--- config.mk ---
export PLATFORM = sky130hd
export DESIGN_NAME = aes_stage_sequencer_flat
export DESIGN_NICKNAME = d
export VERILOG_FILES = /design/src/rtl/aes_stage_sequencer_if.sv /design/src/rtl/aes_stage_sequencer.sv /design/src/flat_wrapper.sv
export SDC_FILE = /design/constraint.sdc
export NUM_CORES = 1
export LEC_CHECK = 0
export ABC_AREA = 1
export BUFFER_PORTS_ARGS = -buffer_cell sky130_fd_sc_hd__buf_2
export CAP_MARGIN = 10
export CORE_ASPECT_RATIO = 0.5
export CORE_MARGIN = 2
export CORE_UTILIZATION = 60
export DETAILED_ROUTE_END_ITERATION = 16
export PLACE_DENSITY = 0.81
export SLEW_MARGIN = 15
export SYNTH_ARGS = -nofsm -noshare
export SYNTH_HDL_FRONTEND = slang
export SYNTH_SLANG_ARGS = --single-unit
--- constraint.sdc ---
create_clock -name clk -period 3.1 [get_ports clk]
set_input_delay 0.31 -clock clk [delete_from_list [all_inputs] [get_ports clk]]
set_output_delay 0.31 -clock clk [all_outputs]
set_load 0.005 [all_outputs]
--- src/rtl/aes_stage_sequencer_if.sv ---
// aes_stage_sequencer_if: handshake bundle between the round sequencer and its stage blocks
interface aes_stage_sequencer_if;
    logic       start;
    logic [3:0] stage_done;
    logic [3:0] stage_rst;
    logic [3:0] stage_valid;
    logic       key_req;
    logic [3:0] round;
    logic [1:0] stage_sel;
    logic       busy;
    logic       done;
    logic       error;
    modport master (
        output start, stage_done,
        input  stage_rst, stage_valid, key_req, round, stage_sel, busy, done, error
    );
    modport slave (
        input  start, stage_done,
        output stage_rst, stage_valid, key_req, round, stage_sel, busy, done, error
    );
endinterface

--- src/rtl/aes_stage_sequencer.sv ---
// aes_stage_sequencer: walks SB/SR/MC/ARK through NR rounds with clear-launch-wait per stage
module aes_stage_sequencer #(
    parameter int NR      = 10,
    parameter int TIMEOUT = 1048576,
    parameter int TW      = 21
) (
    input logic clk,
    input logic rst,
    aes_stage_sequencer_if.slave bus
);
    typedef enum logic [2:0] {IDLE, CLR, LAUNCH, WAIT, FINISH, ERROR} state_t;
    localparam logic [3:0]    NRW  = 4'(NR);
    localparam logic [TW-1:0] TMAX = TW'(TIMEOUT - 1);
    if (!(NR == 10 || NR == 12 || NR == 14)) begin : g_bad_nr
        $error("aes_stage_sequencer: NR must be 10, 12 or 14");
    end
    if (longint'(TIMEOUT) >= (longint'(1) << TW)) begin : g_bad_tw
        $error("aes_stage_sequencer: TW too narrow for TIMEOUT");
    end
    state_t        state;
    logic [TW-1:0] cnt;
    logic [1:0]    nxt_sel;
    logic          last;
    // final round skips MC: SR hands straight to ARK
    always_comb begin
        last    = bus.stage_sel == 2'd3 && bus.round == NRW;
        nxt_sel = bus.stage_sel == 2'd3 ? 2'd0 :
                  (bus.stage_sel == 2'd1 && bus.round == NRW) ? 2'd3 : bus.stage_sel + 2'd1;
    end
    always_ff @(posedge clk or posedge rst) begin
        if (rst) begin
            state           <= IDLE;
            cnt             <= '0;
            bus.stage_rst   <= '0;
            bus.stage_valid <= '0;
            bus.key_req     <= 1'b0;
            bus.round       <= '0;
            bus.stage_sel   <= '0;
            bus.busy        <= 1'b0;
            bus.done        <= 1'b0;
            bus.error       <= 1'b0;
        end else begin
            bus.stage_rst   <= '0;
            bus.stage_valid <= '0;
            bus.key_req     <= 1'b0;
            bus.done        <= 1'b0;
            case (state)
                IDLE: if (bus.start) begin
                    bus.round     <= '0;
                    bus.stage_sel <= 2'd3;
                    bus.error     <= 1'b0;
                    bus.busy      <= 1'b1;
                    bus.stage_rst <= 4'b1000;
                    state         <= CLR;
                end
                CLR: begin
                    bus.stage_valid <= 4'b0001 << bus.stage_sel;
                    bus.key_req     <= bus.stage_sel == 2'd3;
                    state           <= LAUNCH;
                end
                LAUNCH: begin
                    cnt   <= '0;
                    state <= WAIT;
                end
                WAIT: if (bus.stage_done[bus.stage_sel]) begin
                    if (last) begin
                        bus.done <= 1'b1;
                        bus.busy <= 1'b0;
                        state    <= FINISH;
                    end else begin
                        bus.round     <= bus.stage_sel == 2'd3 ? bus.round + 4'd1 : bus.round;
                        bus.stage_sel <= nxt_sel;
                        bus.stage_rst <= 4'b0001 << nxt_sel;
                        state         <= CLR;
                    end
                end else if (cnt == TMAX) begin
                    bus.error     <= 1'b1;
                    bus.busy      <= 1'b0;
                    bus.stage_rst <= 4'b1111;
                    state         <= ERROR;
                end else begin
                    cnt <= cnt + 1'b1;
                end
                default: state <= IDLE;
            endcase
        end
    end
endmodule

--- src/flat_wrapper.sv ---
// flat-port wrapper written by rule: the top's interface ports become plain ports
module aes_stage_sequencer_flat 
#(
    parameter int NR      = 10,
    parameter int TIMEOUT = 1048576,
    parameter int TW      = 21
)
  (clk, rst, bus_start, bus_stage_done, bus_stage_rst, bus_stage_valid, bus_key_req, bus_round, bus_stage_sel, bus_busy, bus_done, bus_error);
  aes_stage_sequencer_if bus_i ();
  input logic clk;
  input logic rst;
  input wire logic [$bits(bus_i.start)-1:0] bus_start;
  input wire logic [$bits(bus_i.stage_done)-1:0] bus_stage_done;
  output wire logic [$bits(bus_i.stage_rst)-1:0] bus_stage_rst;
  output wire logic [$bits(bus_i.stage_valid)-1:0] bus_stage_valid;
  output wire logic [$bits(bus_i.key_req)-1:0] bus_key_req;
  output wire logic [$bits(bus_i.round)-1:0] bus_round;
  output wire logic [$bits(bus_i.stage_sel)-1:0] bus_stage_sel;
  output wire logic [$bits(bus_i.busy)-1:0] bus_busy;
  output wire logic [$bits(bus_i.done)-1:0] bus_done;
  output wire logic [$bits(bus_i.error)-1:0] bus_error;
  assign bus_i.start = bus_start;
  assign bus_i.stage_done = bus_stage_done;
  assign bus_stage_rst = bus_i.stage_rst;
  assign bus_stage_valid = bus_i.stage_valid;
  assign bus_key_req = bus_i.key_req;
  assign bus_round = bus_i.round;
  assign bus_stage_sel = bus_i.stage_sel;
  assign bus_busy = bus_i.busy;
  assign bus_done = bus_i.done;
  assign bus_error = bus_i.error;
  aes_stage_sequencer #(.NR(NR), .TIMEOUT(TIMEOUT), .TW(TW)) u_core (.clk(clk), .rst(rst), .bus(bus_i));
endmodule
* Word level (Yosys, flattened, before mapping) *
Cells that the tools add are included.

word-level totals
  bits in registers = 42
  output and inout bits = 18
  latch bits = 0
  bits in read-only memories = 0
  memory bits (writable) = 0
  logic and storage cells = 83
  bits of input ports = 7
  memories = 0

cells by class
  bitwise logic cells = 0
  multiply operators = 0
  equality and inequality tests = 16
  mux-type cells = 40
  add/sub/neg operators = 3
  $lt $le $gt $ge = 1
  reductions and logical operators = 11
  shift-type cells = 2
  div/mod/pow operators = 0

operator list
  kind                   number
  $mux 21                2
  $pmux 21 s2            1
  $mux 4                 9
  $add 21x1->21 const B  1
  $eq 21x20->1 const B   1
  $pmux 4 s2             2
  $mux 1                 12
  $mux 3                 4
  $pmux 3 s4             1
  $reduce_and 4->1       3
  $mux 2                 5
  $ne 2x2->1 const B     4
  $shl 1x2->4 const A    2
  $eq 3x2->1 const B     2
  $ne 2x1->1 const B     3
  $reduce_and 5->1       1
  $add 4x1->4 const B    1
  $eq 4x4->1 const B     1
  $pmux 1 s2             2
  $pmux 2 s2             1
  $reduce_bool 2->1      2
  $eq 3x1->1 const B     1
  $logic_not 3->1        1
  $lt 2x3->1 const B     1
  other kinds (9)        10

* Depth between registers and ports, before layout *
  word-level depth = 8
  mapped depth = 10
  gate-level depth less buffers = 10

* Worst setup path before layout *
OpenSTA, ideal clock, no wires.

  path kind = reg-to-reg
  start point = reg u_core.cnt[0]
  end point = reg u_core.cnt[17]
  buffers on the path = 1
  slack = 1511 ps
  setup time = 121 ps
  stages on the path, launching flop included = 10
  clock period less this slack = 1589 ps
  required time = 2979 ps
  arrival = 1468 ps
  cells stage by stage = dfrtp_1 ha_1 nand3_2 clkinv_2 nand2_4 nor2_4 nand3_2 nand3_2 buf_6 o21ai_1

between the ends
  longest elaborated chain between the ends = 4
  elaborated cells between the ends (all ways) = 7
  those cells by class = 1 x add/sub; 2 x eq/ne; 3 x mux; 1 x reduce/logical

RTL lines
  what                    RTL line                   RTL
  from (decl)             aes_stage_sequencer.sv:21  logic [TW-1:0] cnt;
  from (signal assigned)  aes_stage_sequencer.sv:82  cnt <= cnt + 1'b1;
  $add 21x1->21           aes_stage_sequencer.sv:82
  $mux 21                 aes_stage_sequencer.sv:76  end else if (cnt == TMAX) begin
  $mux 21                 aes_stage_sequencer.sv:65  WAIT: if (bus.stage_done[bus.stage_sel]) begin
  $pmux 21 s2             aes_stage_sequencer.sv:47  case (state)

Several ways; a longest one is shown, not always the timed one. The select of a mux whose other input is x is not followed.
A chain may end at the register's enable or synchronous reset.

* Final worst setup path *
  start point = reg u_core.cnt[0]
  end point = reg u_core.cnt[9]

Same word-level chain as after synthesis.

==> results.yml <==
status:
  status: "complete, no violations"
setup_path:
  path_class: "register to register"
  cp.required_ns: 3.30
  cp-start-kind: "register"
  path_max_fanout: 40
  r2r-start: "u_core.cnt[0]"
  critPathArrivalTime_ns: 2.43
  endpoint_kind: "register"
  rr_worst_depth: 8
  regToRegSetupSlack_ns: 0.87
  r2r-end: "u_core.cnt[9]"
synth:
  synth_compound_area_share_pct: 9.35
  netlist_area_sq_um: 2450
  synth-simple-area-share_pct: 36.1
  synth_top_area_cell: "dfrtp_1"
  yosys_warnings: 0
  synth_top_family_by_area: "simple AND/OR/NAND/NOR gates"
  syn_avg_cell_area_sq_um: 7.42
  ys_top_cells_by_count: "nand2_1, dfrtp_1, nand3_1"
  synth_edf_count: 0
  synth_top_area_share_pct: 41.9
  ys_ff_latch: 41
  muxShareOfSynthArea_pct: 0
  synth.most_common_cell: "nand2_1"
  synthTopCellsByArea: "dfrtp_1, nand2_1, nand3_1, nor2_1, o21ai_1"
  synth-async-reset-ratio_pct: 100
  synthCells: 330
  synthFlopType: "dfrtp_1"
  synth.distinct_cells: 27
  synth_nets: 345
  synthAdderAreaFrac_pct: 4.09
  seq_area_frac_synth_pct: 41.9
  synth_xor_area_share_pct: 0.715
final_layout:
  multiInputGateArea_sq_um: 1230
  drive_above_1_share_pct: 15.5
  fin_nets: 370
  fin_util_pct: 68.9
  layout-area-overhead-vs-synth_pct: 9.75
  register_area_sq_um: 1030
  fillers: 327
  n_antenna_cell: 0
global_route:
  grt_max_degree: 41
  grtUsageTotal_pct: 24.4
  grt_pass1_wl_mm: 8.89
  antenna_found_initial: 0
  grt_pass1_vias: 1951
  overflow: 0
die:
  fp-row-count: 16
  die_x_um: 94.4
  dieHeight_um: 49.2
  coreArea_sq_um: 3900
  dieArea_sq_um: 4640
  start_util_pct: 62.8
  ios: 25
job:
  drv_cap: 0
sta:
  fin_crit_sh_pct: 72.0
  slew_violations: 0
  period_needed_ns: 2.23
  finalWorstSetupSlack_ns: 0.868
  relSlewSlack_pct: 34.8
  fin_setup_tns_ns: 0
  hold_viol: 0
  finalClockSkew_ns: 0.00269
  tightest_slew_ns: 0.977
  setup_viol: 0
  clock.fmax_ghz: 0.448
  holdWs_ns: 0.228
  rsz0062_at_grt: "no"
clock_tree:
  cts_resized: 0
  clock_path_buffers: 2
  post_cts_buffers: 0
  cts_hold_buf: 0
  cts_buffers: 5
  insertion_delay_ns: 0.29
  clock-root-buffer: "clkbuf_8"
  clkTransAtPathRegs_ns: 0.08
  cts_tree: "yes"
  htree_levels: 2
  clock-sinks: 41
placed_design:
  pre_cts_ws_ns: 0.864
  port_buffers: 24
  routabilityCongestion: 0.900
  dp.final_hpwl_mm: 3.62
routing:
  first_iter_violations: 144
  first_pass_iters: 4
  wl_per_cell_um: 11.9
  wirelength_mm: 4.85
  remaining_drc_errors: 0
  routed_via_density: 5.28
  num_vias: 2160
  ant_nets: 0
min_path:
  hold_path_class: "primary input to asynchronous set/reset pin"
pwr:
  p_leak_nw: 1.26
  ir_drop_uv: 551
  total_power_mw: 1.89
  p_per_area_nw_per_um2: 705
## area by class of cell
| cell class | instances | area share [%] |
|---|---|---|
| inverters | 33 | 4.65 |
| multi-input cells | 248 | 45.8 |
| well taps | 54 | 2.51 |
| clock buffers | 5 | 2.56 |
| clock inverters | 2 | 1.30 |
| flip-flops and latches | 41 | 38.2 |
| repair buffers | 26 | 5.03 |
## stage by stage
stage	instances	instance area, sq um
after floorplan	330	2450
after global placement	402	2580
after detailed placement	402	2580
after CTS	409	2690
after global routing	409	2690
final	409	2690
## worst max path at each step
| stage | from | cells after the start | endpoint | slack [ns] |
|---|---|---|---|---|
| after global routing | u_core.cnt[0] | 8 | u_core.cnt[9] | 0.60 |
| after global placement | u_core.cnt[0] | 9 | u_core.cnt[19] | 1.01 |
| after floorplan | u_core.cnt[0] | 9 | u_core.cnt[17] | 1.51 |
| after detailed placement | u_core.cnt[0] | 8 | u_core.cnt[9] | 0.86 |
| after CTS | u_core.cnt[0] | 8 | u_core.cnt[9] | 0.86 |
| final | u_core.cnt[0] | 8 | u_core.cnt[9] | 0.87 |
## power by group
part / switching (mW) / total, mW / internal (mW) / leakage [nW]
Sequential: 0.0849 / 0.716 / 0.631 / 0.554
Clock: 0.183 / 0.417 / 0.234 / 0.0540
Combinational: 0.538 / 0.761 / 0.223 / 0.648
## layer usage
metal / up-vias / part of all wire [%] / global-route usage [%]
li1: 1123 / - / -
met1: 970 / 47 / 34.8
met2: 59 / 45 / 38.0
met3: 8 / 6.3 / 5.87
met4: 0 / 0.99 / 6.04
met5: - / 0 / 0
## logic make-up (layout without fill, tap and decap cells)
kind of cell | count (synthesis) | in the layout
xor gates and xnor gates | 2 | 2
and+or+nand+nor | 196 | 196
DFF | 41 | 41
adders and majority gates | 8 | 8
buffers and inverters | 41 | 66
AOI/OAI and AO/OA | 42 | 42
## sequential cells by signal (all words and copies together), names as in the netlist
name and cells:
u_core.state 3, u_core.bus.stage_valid 3, u_core.bus.busy 1, u_core.bus.done 1
u_core.bus.key_req 1, u_core.bus.stage_sel 2, u_core.bus.error 1, u_core.bus.round 4
u_core.bus.stage_rst 4, u_core.cnt 21
## cell usage in the layout, fill, tap and decap left out, types with 3 or more instances in the layout
cell       n
dfrtp_1   41
ha_1       8
nor2_1    31
a21oi_1    4
o21ai_1   22
o21ai_0    8
or2_2      7
nand2_2    3
buf_2     24
nand3_1   40
nor2_4     3
o21bai_1   5
nand3_2    3
nand4_1    8
inv_2      4
inv_1     28
clkbuf_8   5
nand2_1   97
## critical path, cell delays in order, from the launching register on
cell,delay [ns]
dfrtp_1,0.45
ha_1,0.32
nand3_2,0.14
clkinv_2,0.12
nand2_4,0.10
nor2_4,0.05
nand3_2,0.06
nand3_2,0.54
o21ai_1,0.36
No activity file was read; power rests on OpenSTA's default activity.
